[src/rtl/frame_reader_pkg.sv]
// Shared definitions for the frame-buffer pixel writer and reader:
// DRAM command encodings, address field widths and controller states.
package frame_reader_pkg;

  localparam logic [2:0] CMD_READ_ENC  = 3'b001;
  localparam logic [2:0] CMD_WRITE_ENC = 3'b000;

  // Address layout: {pad_hi, base, y, x_group, pad_lo}
  localparam int BASE_W = 6;
  localparam int Y_W    = 10;
  localparam int XG_W   = 7;
  localparam int PAD_W  = 2;
  localparam int ADDR_W = 31;

  typedef enum logic [1:0] {
    ST_IDLE  = 2'd0,
    ST_REQ   = 2'd1,
    ST_DRAIN = 2'd2
  } state_e;

endpackage

[src/rtl/frame_reader_buf.sv]
// Beat buffer: synchronous FIFO with an extra wrap bit on each pointer so
// full and empty can be told apart. The head entry is presented without a
// read delay so the unpacker can show a pixel as soon as a beat lands.
module frame_reader_buf #(
  parameter int DEPTH = 16,
  parameter int WIDTH = 128
) (
  input  logic             clk,
  input  logic             rst_ni,
  input  logic             wr_en_i,
  input  logic [WIDTH-1:0] wr_data_i,
  input  logic             rd_en_i,
  output logic [WIDTH-1:0] rd_data_o,
  output logic             full_o,
  output logic             empty_o
);

  localparam int AW = $clog2(DEPTH);

  logic [WIDTH-1:0] mem_q [DEPTH];
  logic [AW:0]      wr_ptr_q;
  logic [AW:0]      rd_ptr_q;
  logic             push;
  logic             pop;

  assign push = wr_en_i && !full_o;
  assign pop  = rd_en_i && !empty_o;

  // Storage array; not reset, contents are qualified by the pointers.
  always_ff @(posedge clk) begin
    if (push) mem_q[wr_ptr_q[AW-1:0]] <= wr_data_i;
  end

  // Pointer update.
  always_ff @(posedge clk or negedge rst_ni) begin
    if (!rst_ni) begin
      wr_ptr_q <= '0;
      rd_ptr_q <= '0;
    end else begin
      if (push) wr_ptr_q <= wr_ptr_q + 1'b1;
      if (pop)  rd_ptr_q <= rd_ptr_q + 1'b1;
    end
  end

  assign rd_data_o = mem_q[rd_ptr_q[AW-1:0]];
  assign empty_o   = (wr_ptr_q == rd_ptr_q);
  assign full_o    = (wr_ptr_q[AW] != rd_ptr_q[AW]) &&
                     (wr_ptr_q[AW-1:0] == rd_ptr_q[AW-1:0]);

endmodule

[src/rtl/frame_reader.sv]
// Frame reader: requests a whole frame from DRAM in 8-pixel groups, buffers
// the returned 128-bit beats and streams them out as 24-bit pixels. A credit
// counter reserves buffer room for every beat before its command is issued.
module frame_reader
  import frame_reader_pkg::*;
#(
  parameter int         H_ACTIVE  = 800,
  parameter int         V_ACTIVE  = 600,
  parameter int         BUF_DEPTH = 16,
  parameter logic [2:0] CMD_READ  = CMD_READ_ENC
) (
  input  logic          clk,
  input  logic          rst,
  input  logic          frame_go,
  input  logic [31:0]   frame_base,
  output logic          busy,
  input  logic          af_full,
  output logic [30:0]   af_addr_din,
  output logic [2:0]    af_cmd_din,
  output logic          af_wr_en,
  input  logic          rdf_valid,
  input  logic [127:0]  rdf_dout,
  output logic          rdf_rd_en,
  output logic [23:0]   pix_dout,
  output logic          pix_valid,
  input  logic          pix_ready,
  output logic          pix_sof,
  output logic          pix_eol
);

  localparam int CW = $clog2(BUF_DEPTH) + 1;
  localparam logic [Y_W-1:0]  X_END      = Y_W'(H_ACTIVE - 1);
  localparam logic [Y_W-1:0]  X_LAST_GRP = Y_W'(H_ACTIVE - 8);
  localparam logic [Y_W-1:0]  Y_END      = Y_W'(V_ACTIVE - 1);
  localparam logic [CW-1:0]   CRED_FULL  = CW'(BUF_DEPTH);

  state_e              state_q, state_d;
  logic [BASE_W-1:0]   base_q, base_d;
  logic [Y_W-1:0]      req_x_q, req_x_d;
  logic [Y_W-1:0]      req_y_q, req_y_d;
  logic [Y_W-1:0]      out_x_q, out_x_d;
  logic [Y_W-1:0]      out_y_q, out_y_d;
  logic [CW-1:0]       credits_q, credits_d;

  logic                issue;
  logic                buf_wr;
  logic                buf_full;
  logic                buf_empty;
  logic                pix_fire;
  logic                beat_free;
  logic                last_pix;
  logic [127:0]        head;
  logic [23:0]         lane [4];
  logic                unused_bits;

  frame_reader_buf #(
    .DEPTH (BUF_DEPTH),
    .WIDTH (128)
  ) u_buf (
    .clk       (clk),
    .rst_ni    (rst),
    .wr_en_i   (buf_wr),
    .wr_data_i (rdf_dout),
    .rd_en_i   (beat_free),
    .rd_data_o (head),
    .full_o    (buf_full),
    .empty_o   (buf_empty)
  );

  // Pixel k of a beat lives in the k-th 32-bit word from the top; the upper
  // byte of each word is padding.
  for (genvar gi = 0; gi < 4; gi++) begin : g_lane
    assign lane[gi] = head[127-32*gi-8 -: 24];
  end

  assign unused_bits = ^{head[127:120], head[95:88], head[63:56], head[31:24],
                         frame_base[31:28], frame_base[21:0]};

  assign issue     = (state_q == ST_REQ) && !af_full && (credits_q >= CW'(2));
  assign buf_wr    = (state_q != ST_IDLE) && rdf_valid && !buf_full;
  assign rdf_rd_en = rst && rdf_valid && ((state_q == ST_IDLE) || !buf_full);
  assign pix_valid = !buf_empty;
  assign pix_fire  = pix_valid && pix_ready;
  assign beat_free = pix_fire && (out_x_q[1:0] == 2'd3);
  assign last_pix  = (out_x_q == X_END) && (out_y_q == Y_END);

  assign busy        = (state_q != ST_IDLE);
  assign af_wr_en    = issue;
  assign af_cmd_din  = CMD_READ;
  assign af_addr_din = {{(ADDR_W-BASE_W-Y_W-XG_W-PAD_W){1'b0}}, base_q,
                        req_y_q, req_x_q[Y_W-1:3], {PAD_W{1'b0}}};
  assign pix_dout    = pix_valid ? lane[out_x_q[1:0]] : 24'd0;
  assign pix_sof     = pix_valid && (out_x_q == '0) && (out_y_q == '0);
  assign pix_eol     = pix_valid && (out_x_q == X_END);

  // Next-state: frame start, request walk, output pixel walk and credits.
  always_comb begin
    state_d   = state_q;
    base_d    = base_q;
    req_x_d   = req_x_q;
    req_y_d   = req_y_q;
    out_x_d   = out_x_q;
    out_y_d   = out_y_q;
    credits_d = credits_q;
    case (state_q)
      ST_IDLE: begin
        if (frame_go) begin
          state_d   = ST_REQ;
          base_d    = frame_base[27:22];
          req_x_d   = '0;
          req_y_d   = '0;
          out_x_d   = '0;
          out_y_d   = '0;
          credits_d = CRED_FULL;
        end
      end
      ST_REQ: begin
        if (issue) begin
          if (req_x_q == X_LAST_GRP) begin
            req_x_d = '0;
            if (req_y_q == Y_END) state_d = ST_DRAIN;
            else                  req_y_d = req_y_q + 1'b1;
          end else begin
            req_x_d = req_x_q + Y_W'(8);
          end
        end
      end
      ST_DRAIN: ;
      default: state_d = ST_IDLE;
    endcase
    if (state_q != ST_IDLE) begin
      credits_d = credits_q - (issue ? CW'(2) : CW'(0)) + (beat_free ? CW'(1) : CW'(0));
      if (pix_fire) begin
        if (out_x_q == X_END) begin
          out_x_d = '0;
          out_y_d = out_y_q + 1'b1;
        end else begin
          out_x_d = out_x_q + 1'b1;
        end
        if (last_pix) state_d = ST_IDLE;
      end
    end
  end

  // State, counter and credit registers.
  always_ff @(posedge clk or negedge rst) begin
    if (!rst) begin
      state_q   <= ST_IDLE;
      base_q    <= '0;
      req_x_q   <= '0;
      req_y_q   <= '0;
      out_x_q   <= '0;
      out_y_q   <= '0;
      credits_q <= '0;
    end else begin
      state_q   <= state_d;
      base_q    <= base_d;
      req_x_q   <= req_x_d;
      req_y_q   <= req_y_d;
      out_x_q   <= out_x_d;
      out_y_q   <= out_y_d;
      credits_q <= credits_d;
    end
  end

endmodule

[config.mk]
export PLATFORM = sky130hd
export DESIGN_NAME = frame_reader
export DESIGN_NICKNAME = d
export VERILOG_FILES = /design/src/rtl/frame_reader_pkg.sv /design/src/rtl/frame_reader_buf.sv /design/src/rtl/frame_reader.sv
export SDC_FILE = /design/constraint.sdc
export NUM_CORES = 2
export LEC_CHECK = 0
export CORE_UTILIZATION = 40
export DETAILED_ROUTE_END_ITERATION = 12
export PLACE_DENSITY_LB_ADDON = 0.08
export RECOVER_POWER = 100
export SLEW_MARGIN = 25
export SYNTH_ARGS = -nofsm -noshare
export SYNTH_HDL_FRONTEND = slang
export SYNTH_SLANG_ARGS = --single-unit
[constraint.sdc]
create_clock -name clk -period 10.5 [get_ports clk]
set_clock_uncertainty 0.15 [all_clocks]
set_input_delay 1.05 -clock clk [delete_from_list [all_inputs] [get_ports clk]]
set_output_delay 1.05 -clock clk [all_outputs]
set_load 0.02 [all_outputs]
# Word-level counts from Yosys, hierarchy flattened
# Memory sizes are Yosys's and may differ from the RTL's.
# Index checks and enable logic that the tools add are counted.
[totals]
regBits = 63
ramBits = 2048
input_bits = 166
out_inout_bits = 64
wordCells = 102
memories = 1
[memory_table]
columns = ["memory", "words", "word_bits", "read_ports", "rd_clocked_by_memory_dff", "wr", "line", "source"]
rows = [
  ["u_buf.mem_q", 16, 128, 1, 0, 1, "frame_reader_buf.sv:20", "logic [WIDTH-1:0] mem_q [DEPTH];"],
]
[op_classes]
add_sub_neg = 8
magnitude_cmp = 2
eq_ne = 14
mux = 37
n_bitwise = 1
n_reduce_logical = 30
[ops]
columns = ["cell", "count"]
rows = [
  ["$mux W10", 16],
  ["$mux W24", 3],
  ["$bmux W24 S2", 1],
  ["$eq A10 B10 Y1 const B", 4],
  ["$pmux W10 S2", 2],
  ["$add A10 B1 Y10 const B", 3],
  ["$logic_not A10 Y1", 2],
  ["$mux W2", 8],
  ["$logic_and A1 B1 Y1", 15],
  ["$mux W5", 3],
  ["$add A10 B4 Y10 const B", 1],
  ["$add A5 B1 Y5 const B", 2],
  ["$reduce_bool A2 Y1", 4],
  ["$ne A2 B2 Y1 const B", 3],
  ["$pmux W2 S3", 1],
  ["$add A5 B1 Y5", 1],
  ["$eq A5 B5 Y1", 1],
  ["$ge A5 B2 Y1 const B", 1],
  ["$reduce_and A5 Y1", 1],
  ["$sub A5 B2 Y5", 1],
  ["$eq A2 B2 Y1 const B", 2],
  ["$eq A4 B4 Y1", 1],
  ["$reduce_and A2 Y1", 2],
  ["$ge A3 B3 Y1 const B", 1],
  ["9 further kinds", 13],
]

# Longest topological paths before layout
[depth]
ltp_word = 8
depth_mapped = 12
mapped_depth_nobuf = 12

# Cells and area by module
# A second synthesis with hierarchy kept.
[hier_totals]
cells_unflattened = 3879
area_unflattened_um2 = 82276.4
[by_module_without_submodules]
columns = ["mod", "n_inst", "cells_per_inst", "area_each_um2", "seq_area_each_um2"]
rows = [
  ["frame_reader_buf", 1, 3482, 78551.6, 61749.2],
  ["frame_reader", 1, 397, 3724.8, 1251.2],
]

# Worst setup path before layout
# OpenSTA, ideal clock, no wires.
[synth_timing]
path_kind = "in2reg"
startpoint = "input port rdf_valid"
endpoint = "memory u_buf.mem_q[3][0] (enable)"
arrival_ns = 8.043
required_time_ns = 9.682
path_slack_ns = 1.638
stages = 5
n_path_buf = 1
path_cell_list = "nand2_1 -> a21oi_1 -> clkbuf_1 -> nand2_1 -> nor3_1"
[synth_between]
elab_chain_len = 5
[synth_lines]
columns = ["element", "line", "source"]
rows = [
  ["start: declaration", "frame_reader.sv:21", "input logic rdf_valid,"],
  ["$logic_and A1 B1 Y1 (2 in series)", "frame_reader.sv:80", "assign buf_wr = (state_q != ST_IDLE) && rdf_valid && !buf_full;"],
  ["$logic_and A1 B1 Y1", "frame_reader_buf.sv:26", "assign push = wr_en_i && !full_o;"],
  ["$mux W1", "frame_reader_buf.sv:31", "if (push) mem_q[wr_ptr_q[AW-1:0]] <= wr_data_i;"],
  ["$mux W1 (not written as such)", "frame_reader_buf.sv:31", ""],
  ["end: declaration", "frame_reader_buf.sv:20", ""],
]
# Every way passes these cells.

# Final worst setup path
[layout_timing]
startpoint = "register u_buf.rd_ptr_q[2]"
endpoint = "output port pix_dout[12]"
[layout_between]
elab_chain_len = 5
elab_cells_between_ends = 6
cone_classes = "1 x eq/ne; 4 x mux; 1 x memory"
[layout_lines]
columns = ["element", "line", "source"]
rows = [
  ["start: declaration", "frame_reader_buf.sv:22", "logic [AW:0] rd_ptr_q;"],
  ["start signal: assignment", "frame_reader_buf.sv:41", "if (pop) rd_ptr_q <= rd_ptr_q + 1'b1;"],
  ["$mem_v2 Z16 W128", "-", ""],
  ["$bmux W24 S2", "frame_reader.sv:92", "assign pix_dout = pix_valid ? lane[out_x_q[1:0]] : 24'd0;"],
  ["$mux W24 (not written as such) (2 in series)", "frame_reader.sv:92", ""],
  ["$mux W24 (*)", "frame_reader.sv:92", ""],
  ["end: declaration", "frame_reader.sv:24", "output logic [23:0] pix_dout,"],
]
# Mark *: on every way between the ends. The rest lies on a longest branch, timed or not. The select of a mux whose other input is x is not followed.

==> impl_metrics.json <==
{
  "num_io_pins": 230,
  "arrival_ps": 7260,
  "hold_ws_ps": 325.5,
  "syn_area_um2": 61880,
  "required_ps": 9300,
  "critical_path.slowest_cell": "clkbuf_1",
  "cts_hold_buf": 0,
  "setup_tns_ps": 0,
  "start_util": 0.4049,
  "final-hold-violation-count": 0,
  "cellPowerDensity_nw_per_um2": 271.9,
  "cp_cell_sequence": "clkbuf_1 > xnor2_1 > nand4_1 > o21ai_4 > buf_4 > a21oi_1 > a32o_1 > dlygate4sd3_1",
  "die_x_um": 395.3,
  "vdd_drop_max_mv": 0.1904,
  "dp_hpwl_um": 90420,
  "fin_crit_sh": 0.8059,
  "crit_path_start": "u_buf.rd_ptr_q[2]$_DFFE_PN0P_",
  "worstSetupPathType": "reg2out",
  "path_max_fanout": 38,
  "drtIter0Drc": 2453,
  "num_rows": 143,
  "core-area_um2": 152800,
  "cts-htree-levels": 4,
  "place_area_um2": 66070,
  "final_cells": 5492,
  "status": "finished with violations",
  "numCtsBuffers": 169,
  "cts.sinks": 1596,
  "crit_path_start_kind": "flip-flop",
  "worst_setup_path_end_kind": "output pin",
  "grt_use_total": 0.2171,
  "setup_ws_ps": 2038,
  "hp-start": "base_q[2]$_DFFE_PN0P_",
  "timing.fmax_mhz": 118.2,
  "portBuffers": 160,
  "pre_cts_ws_ps": 4412,
  "fillers": 12800,
  "ys_types": 55,
  "grt-ovfl-total": 0,
  "dr_total_vias": 31340,
  "setup_viol": 0,
  "synth_cells": 3099,
  "cpPeakStageDelay_ps": 2150,
  "drtAntennaViolNets": 0,
  "cap_violations": 10,
  "syn_avg_cell_area_um2": 19.97,
  "synth-seq-cells": 1596,
  "clk_latency_ps": 800,
  "grt_pass1_wl_um": 239800,
  "routed_wl_um": 169400,
  "violations": "max-capacitance violations, max-slew violations",
  "post-route-cell-area_um2": 71260,
  "clock-root-buffer": "clkbuf_16",
  "hold_class": "reg2reg",
  "r2r_start": "u_buf.rd_ptr_q[2]$_DFFE_PN0P_",
  "antenna_found_initial": 39,
  "synth_enable_flop_cells": 1536,
  "placed_cells": 5185,
  "seq_area_frac_synth": 0.7697,
  "async_flop_share": 0.03759,
  "clkSlewWorstSetupHoldPaths_ps": 60,
  "nNetsFinal": 3512,
  "fin_crit_ps": 8462,
  "cts_max_path_buffers": 3,
  "wl_per_cell_um": 30.85,
  "yosysWarnings": 0,
  "area_growth_syn_to_layout_pct": 15.17,
  "slew_violations": 364,
  "die_height_um": 395.3,
  "cts_tree": "done",
  "grt_max_degree": 93,
  "drc": 0,
  "worstMarginPinSlew_ps": 3431,
  "post-cts-setup-buffers": 0,
  "synth-main-ff-cell": "edfxtp_1",
  "place_congestion": 0.7652,
  "grt_pass1_vias": 32430,
  "p_leak_nw": 23.18,
  "dieArea_um2": 156300,
  "drtPass1Iterations": 6,
  "grt_setup_unrepaired": "no",
  "cts_resized": 0,
  "drive_above_1_share": 0.1636,
  "vias_per_cell": 5.707,
  "slew_headroom": -1.287
}
==> cells in the mapped netlist (20+ instances only) <==
master | count | area share
inv_1 | 22 | 0.0013
clkbuf_1 | 118 | 0.0072
edfxtp_1 | 1536 | 0.75
nand3_1 | 26 | 0.0021
o221ai_1 | 96 | 0.014
nor2_1 | 20 | 0.0012
mux4_2 | 241 | 0.088
o21ai_0 | 121 | 0.0098
nand2_1 | 72 | 0.0044
buf_2 | 24 | 0.0019
dfrtp_1 | 60 | 0.024
a221oi_1 | 47 | 0.0067
and3_1 | 20 | 0.0020
a32o_1 | 25 | 0.0040
mux2i_1 | 333 | 0.054
a21oi_1 | 134 | 0.011
buf_1 | 40 | 0.0024
==> metrics by stage <==
stage / utilization / total power, mW
global placement: 0.4320 / 13.92
floorplan: - / 11.54
global route: 0.4663 / 20.16
finish: 0.4664 / 19.37
detailed placement: 0.4324 / 14.01
CTS: 0.4665 / 19.68
==> metal layers <==
metal | up-vias | routed length (µm) | track usage
li1 | 13370 | - | -
met1 | 16820 | 72960 | 0.2936
met2 | 862 | 84340 | 0.3652
met3 | 271 | 8725 | 0.03843
met4 | 24 | 3256 | 0.05074
met5 | - | 151 | 0
==> kinds of logic (layout without fill, tap and decap cells) <==
group,count (synthesis),count (layout),share of synthesized area
flops,1596,1596,0.7697
mux,578,578,0.1423
compound gates,461,461,0.04968
buf+inv,216,568,0.01438
simple gates,209,209,0.01741
fa+ha+maj,19,19,0.003842
xor+xnor,18,18,0.002548
other cells,2,13,0.0001214
==> worst max-delay path, delay by kind of cell, from the launching register on <==
family / cells / cell delay (ps)
flip-flops: 1 / 1440
AND/OR/NAND/NOR: 1 / 330
XOR/XNOR: 1 / 260
buffers and inverters: 3 / 3160
AO/OA/AOI/OAI: 3 / 1210
==> layout by cell type, fill, tap and decap left out, drive strengths merged, types with 10 or more instances in the layout <==
master	instances
a21oi	134
or3	12
clkdlybuf4s50	13
edfxtp	1536
and3	20
conb	11
mux2i	333
dlygate4sd3	146
nand3	26
nand4	12
nand2	72
ha	19
inv	28
o21ai	122
o31ai	10
a32o	25
nor2	20
mux4	241
clkbuf	239
dfrtp	60
o221ai	96
buf	70
xnor2	13
a221oi	47
clkinv	60
==> state kept, by name, summed over array words and instances (netlist names) <==
register        count
out_y_q            10
base_q              6
req_y_q            10
out_x_q            10
state_q             2
u_buf.wr_ptr_q      5
u_buf.mem_q      1536
u_buf.rd_ptr_q      5
req_x_q             7
credits_q           5
==> where the power goes <==
group / switching [mW] / internal (mW)
combinational: 3.56 / 2.17
clock: 2.39 / 3.28
sequential: 0.305 / 7.67
==> area by class of cell <==
cell class	instances	area [µm²]	share of cell area
multi-input cells	1296	13520	0.1897
clock inverters	78	618.1	0.008674
repair buffers	242	2266	0.03180
inverters	22	82.58	0.001159
diodes	2	5.005	0.00007023
well taps	2030	2540	0.03564
flip-flops and latches	1596	47640	0.6685
clock buffers	226	4592	0.06444
==> worst paths after layout <==
kind	cells past startpoint	end	slack, ps
max	8	pix_dout[12]	2040
min	2	base_q[2]$_DFFE_PN0P_	330
max reg2reg	8	u_buf.mem_q[7][87]$_DFFE_PP_	2170
min reg2reg	2	base_q[2]$_DFFE_PN0P_	330
max in group asynchronous	2	u_buf.rd_ptr_q[1]$_DFFE_PN0P_	6390
min in group asynchronous	2	req_x_q[4]$_DFFE_PN0P_	1360
Note: power is estimated with default switching activity, not from simulation.
